===== config.mk =====
export PLATFORM = sky130hd
export DESIGN_NAME = pc_sequencer
export DESIGN_NICKNAME = d
export VERILOG_FILES = /design/src/rtl/pc_sequencer.sv
export SDC_FILE = /design/constraint.sdc
export NUM_CORES = 1
export LEC_CHECK = 0
export CORE_UTILIZATION = 44
export DETAILED_ROUTE_END_ITERATION = 10
export PLACE_DENSITY = 0.83
export SLEW_MARGIN = 20
export SYNTH_ARGS = -nofsm -noshare
export SYNTH_HDL_FRONTEND = slang
export SYNTH_SLANG_ARGS = --single-unit

===== constraint.sdc =====
create_clock -name clk -period 2.6 [get_ports clk]
set_input_delay 0.39 -clock clk [delete_from_list [all_inputs] [get_ports clk]]
set_output_delay 0.39 -clock clk [all_outputs]
set_load 0.005 [all_outputs]

===== src/rtl/pc_sequencer.sv =====
// rtl/pc_sequencer.sv - next-PC sequencer and fetch handshake controller; optional PC_SEQ_MISALIGN_TRAP_EN
module pc_sequencer #(
    parameter int                  WIDTH_PC  = 32,
    parameter logic [WIDTH_PC-1:0] BOOT_ADDR = '0,
    parameter logic [WIDTH_PC-1:0] PC_STEP   = WIDTH_PC'(4)
) (
    input  logic                clk,
    input  logic                rst_n,
    input  logic [WIDTH_PC-1:0] pc,
    output logic [WIDTH_PC-1:0] npc,
    input  logic                stall,
    input  logic                jump_en,
    input  logic [WIDTH_PC-1:0] jump_pc,
    input  logic                br_taken,
    input  logic [WIDTH_PC-1:0] br_pc,
    input  logic                trap_en,
    input  logic [WIDTH_PC-1:0] trap_vec,
    output logic                imem_req,
    output logic [WIDTH_PC-1:0] imem_addr,
    input  logic                imem_ack,
    output logic                if_valid,
    output logic                flush_id,
    output logic                flush_ex,
    output logic                misalign_trap
);

    typedef enum logic [1:0] {
        BOOT  = 2'd0,
        ISSUE = 2'd1,
        WAIT  = 2'd2,
        DRAIN = 2'd3
    } state_t;

    state_t              state_q, state_d;
    logic [WIDTH_PC-1:0] redir_q, redir_d;

    logic                redirect;
    logic [WIDTH_PC-1:0] raw_tgt;
    logic [WIDTH_PC-1:0] tgt;
    logic                misalign;
    logic                redir_fex;
    logic [WIDTH_PC-1:0] pc_inc;

    assign redirect = trap_en | br_taken | jump_en;
    assign raw_tgt  = trap_en ? trap_vec : (br_taken ? br_pc : jump_pc);
    assign pc_inc   = pc + PC_STEP;

`ifdef PC_SEQ_MISALIGN_TRAP_EN
    // Misaligned branch/jump target diverts to the trap vector; trap_vec is trusted.
    assign misalign = !trap_en && (br_taken || jump_en) && (raw_tgt[1:0] != 2'b00);
    assign tgt      = misalign ? trap_vec : raw_tgt;
`else
    // Without the trap, branch/jump targets are silently word-aligned.
    assign misalign = 1'b0;
    assign tgt      = trap_en ? trap_vec : (raw_tgt & ~WIDTH_PC'(3));
`endif

    // A misalignment trap kills EX just like a real trap.
    assign redir_fex = trap_en | br_taken | misalign;

    // Fetch address only meaningful while a request is up; zero otherwise.
    assign imem_addr = imem_req ? pc : '0;

    // State and pending-redirect target registers.
    always_ff @(posedge clk or negedge rst_n) begin
        if (!rst_n) begin
            state_q <= BOOT;
            redir_q <= '0;
        end else begin
            state_q <= state_d;
            redir_q <= redir_d;
        end
    end

    // Next-state, next-PC and handshake/flush outputs.
    always_comb begin
        state_d       = state_q;
        redir_d       = redir_q;
        npc           = pc;
        imem_req      = 1'b0;
        if_valid      = 1'b0;
        flush_id      = 1'b0;
        flush_ex      = 1'b0;
        misalign_trap = 1'b0;
        case (state_q)
            BOOT: begin
                npc     = BOOT_ADDR;
                state_d = ISSUE;
            end
            ISSUE: begin
                if (redirect) begin
                    npc           = tgt;
                    flush_id      = 1'b1;
                    flush_ex      = redir_fex;
                    misalign_trap = misalign;
                end else if (!stall) begin
                    imem_req = 1'b1;
                    if (imem_ack) begin
                        if_valid = 1'b1;
                        npc      = pc_inc;
                    end else begin
                        state_d = WAIT;
                    end
                end
            end
            WAIT: begin
                // Request stays up regardless of stall until the fetch completes.
                imem_req = 1'b1;
                if (redirect) begin
                    flush_id      = 1'b1;
                    flush_ex      = redir_fex;
                    misalign_trap = misalign;
                    redir_d       = tgt;
                    if (imem_ack) begin
                        npc     = tgt;
                        state_d = ISSUE;
                    end else begin
                        state_d = DRAIN;
                    end
                end else if (imem_ack) begin
                    if_valid = 1'b1;
                    npc      = pc_inc;
                    state_d  = ISSUE;
                end
            end
            DRAIN: begin
                // Outstanding fetch is discarded; latest redirect wins.
                imem_req = 1'b1;
                if (redirect) begin
                    flush_id      = 1'b1;
                    flush_ex      = redir_fex;
                    misalign_trap = misalign;
                    redir_d       = tgt;
                end
                if (imem_ack) begin
                    npc     = redirect ? tgt : redir_q;
                    state_d = ISSUE;
                end
            end
            default: begin
                state_d = BOOT;
            end
        endcase
    end

endmodule


==> impl_metrics.env <==
export IMPL_status="complete, but fails checks"
export IMPL_violations="negative setup slack"
export IMPL_number_of_enable_flip_flop_cells_after_synthesis=0
export IMPL_drt_pass1_iterations=6
export IMPL_design_die_area_um2=11020
export IMPL_postSynthRegisterBits=34
export IMPL_synthesized_area_um2=4664
export IMPL_floorplan_die_height_um=105.0
export IMPL_synthDominantCellAreaShare=0.1824
export IMPL_fin_crit_sh=1.129
export IMPL_timing_hold_worst_class="reg2reg"
export IMPL_setup_ws_ps=-335.0
export IMPL_tritoncts="done"
export IMPL_power_frac_comb=0.806
export IMPL_numClockSinks=34
export IMPL_layout_nets=1150
export IMPL_floorplan_core_area_um2=10320
export IMPL_yosys_most_used_dff="dfrtp_1"
export IMPL_setup_repair_after_global_routing_missed_its_margin="true"
export IMPL_routed_wl_mm=26.33
export IMPL_total_via_count_in_the_routed_design=7363
export IMPL_drc=0
export IMPL_fin_skew_ps=7.070
export IMPL_largest_net_degree_at_the_start_of_global_routing=45
export IMPL_critical_path_reg2reg_endpoint="redir_q[31]"
export IMPL_holdWs_ps=502.0
export IMPL_timing_critical_path_to_type="primary output"
export IMPL_clkLatencyLatePin_ps=300
export IMPL_postSynthCellCount=656
export IMPL_synth_cell_type_count=73
export IMPL_clock_root_buffer="clkbuf_8"
export IMPL_clock_power_share=0.069
export IMPL_rr_startpoint="state_q[1]"
export IMPL_finalCoreUtilization=0.8615
export IMPL_final_hold_fails=0
export IMPL_routability_driven_placement_congestion_ratio=1.036
export IMPL_tightest_slew_ps=542.0
export IMPL_synth_yosys_warnings=0
export IMPL_wp_data_required_ps=2210
export IMPL_initial_utilization=0.4518
export IMPL_synth_async_sr_flop_share=1.000
export IMPL_reported_leakage_power_uw=0.003928
export IMPL_portBuffers=198
export IMPL_power_switching_uw=3459
export IMPL_power_density_nw_per_um2=885.3
export IMPL_rr_worst_depth=9
export IMPL_post_synth_cell_area_avg_um2=7.110
export IMPL_clkSlewWorstSetupHoldPaths_ps=90
export IMPL_std_cell_rows=37
export IMPL_syn_nets=796
export IMPL_clk_path_buf_depth=2
export IMPL_share_of_total_power_consumed_by_net_switching=0.4393
export IMPL_final_layout_size_suffix_gt1_frac=0.4356
export IMPL_die_width_um=105.0
export IMPL_crit_type="reg2out"
export IMPL_post_route_min_period_ps=2935
export IMPL_cell_types_with_the_largest_area_share_after_synthesis="dfrtp_1, mux2i_1, nand2_1"
export IMPL_numCtsBuffers=5
export IMPL_setup_worst_path_end="npc[22]"
export IMPL_avgRoutedWirePerCell_um=22.98
export IMPL_timing_reg2reg_setup_slack_ps=520
export IMPL_seq_power_share=0.125
export IMPL_drtAntennaViolNets=0
export IMPL_dp_hpwl_mm=17.10
export IMPL_peakVddDrop_v=0.0006959
export IMPL_drv_slew=0
export IMPL_startpoint_of_the_most_critical_setup_path="state_q[1]"
export IMPL_data_arrival_critical_path_ps=2540
export IMPL_globalRouteOverflowTotal=0
export IMPL_max_freq_ghz=0.3407
export IMPL_grt_pass1_vias=7198
export IMPL_finalSetupViolations=53
export IMPL_startpoint_type="flop"
export IMPL_floorplan_io_pins=204
export IMPL_grt_first_pass_wirelength_mm=38.18
export IMPL_antenna_cells=0
export IMPL_max_cap_violations=0
export IMPL_detailed_route_iter0_violations=785
export IMPL_cts_htree_levels=2
export IMPL_antenna_found_initial=0
export IMPL_synth_top_cell_by_area="dfrtp_1"
export IMPL_avgViaCountPerCell=6.425
export IMPL_max_fo_critical_path=4
export IMPL_grtUsageTotal=0.4452
export IMPL_synth_seq_area_share=0.1824
export IMPL_internal_power_uw=4415
export IMPL_timing_slew_headroom=0.6387
export IMPL_area_growth_syn_to_layout_pct=90.67
cells in the final DEF, fill, tap and decap left out, types with 10 or more instances in the layout:
cell	count
a21oi_1	33
a21oi_2	13
a222oi_1	10
and2_1	27
buf_2	42
buf_4	157
buf_6	46
clkbuf_2	18
clkdlybuf4s15_1	10
clkdlybuf4s50_1	102
dfrtp_1	32
dlygate4sd2_1	12
mux2_2	24
mux2i_1	34
nand2_1	81
nand3_1	14
nand4_1	22
nor2_1	52
o21ai_0	50
worst max-delay path: stages, from the launching register on:
cell      delay (ps)
dfrtp_2          470
ha_4             200
buf_12           120
nor2_4           170
nor2_4            70
buf_6            120
o21a_4           230
buf_6            110
a222oi_1         420
a31oi_4          160
buf_2            160
registers in the layout (all words and copies together), names as in the netlist:
name     count
state_q      2
redir_q     32
cells in the mapped netlist (5+ instances only):
cell type	instances
a21o_1	5
a21oi_1	45
a221oi_1	5
a222oi_1	10
a22oi_1	7
a311oi_1	5
a31oi_1	12
and2_1	33
and3_1	6
buf_2	26
clkbuf_1	29
dfrtp_1	34
ha_1	5
inv_1	7
mux2_2	24
mux2i_1	34
nand2_1	86
nand2b_1	6
nand3_1	19
nand4_1	22
nor2_1	62
nor3_1	6
o211ai_1	7
o21ai_0	61
o21ai_1	5
xnor2_1	9
xor2_1	5
metal layers:
layer / global-route usage / share of wire / up-vias
li1: - / - / 3137
met1: 0.5507 / 0.36 / 3439
met2: 0.7455 / 0.46 / 610
met3: 0.07611 / 0.11 / 177
met4: 0.2193 / 0.062 / 0
met5: 0 / 0 / -
layout make-up:
class / instances / area (um2)
multi-input combinational: 552 / 4119
timing repair buffer: 409 / 3603
fill: 587 / 1430
sequential: 34 / 853.3
tap: 136 / 170.2
clock buffer: 6 / 82.58
inverter: 8 / 35.03
clock inverter: 1 / 30.03
through the flow:
stage          setup WS [ps]  TNS, ps  instance area (um2)  cells  total power [uW]
3_5_place_dp          -771.2   -33570                 7741   1080              5794
5_1_grt               -372.3   -12530                 8894   1146              8161
2_1_floorplan          197.0        0                 4664    656              3114
3_3_place_gp          -737.1   -33080                 7741   1080              5695
6_report              -335.0    -9929                 8894   1146              7873
4_1_cts               -243.1    -3447                 8605   1139              7179
logic make-up (layout without fill, tap and decap cells):
group                    after synthesis  after routing  share of synthesized area
AO/OA/AOI/OAI                        200            200                     0.2800
XOR/XNOR                              14             14                    0.02629
adder cells (fa/ha/maj)                5              5                    0.01341
buffers and inverters                 70            424                    0.06813
flip-flops                            34             34                     0.1824
multiplexers                          58             58                     0.1309
other                                  1              1                  0.0008039
AND/OR/NAND/NOR                      274            274                     0.2980
how the worst min path moves through the flow:
stage | startpoint | to | depth (start not counted)
after detailed placement | redir_q[29] | redir_q[29] | 2
final | redir_q[20] | redir_q[20] | 2
after CTS | redir_q[29] | redir_q[29] | 2
after floorplan | rst_n | redir_q[0] | 0
after global routing | redir_q[25] | redir_q[25] | 1
after global placement | redir_q[6] | redir_q[6] | 2
power groups by stage:
| stage | combinational, uW | sequential, uW | clock, uW |
|---|---|---|---|
| after global routing | 6610 | 1000 | 549 |
| after detailed placement | 4830 | 960 | 0 |
| final | 6340 | 984 | 546 |
| after global placement | 4760 | 936 | 0 |
| after CTS | 5680 | 966 | 537 |
| after floorplan | 2210 | 904 | 0 |
what timing repair did:
item / 4_1_cts / 5_1_grt
gates cloned: 4 / 0
hold buffers: 0 / 0
setup endpoints to repair: 67 / 60
setup buffers: 51 / 13
resized for setup: 355 / 164
pin swaps: 69 / 77
(Power assumes the default switching activity.)
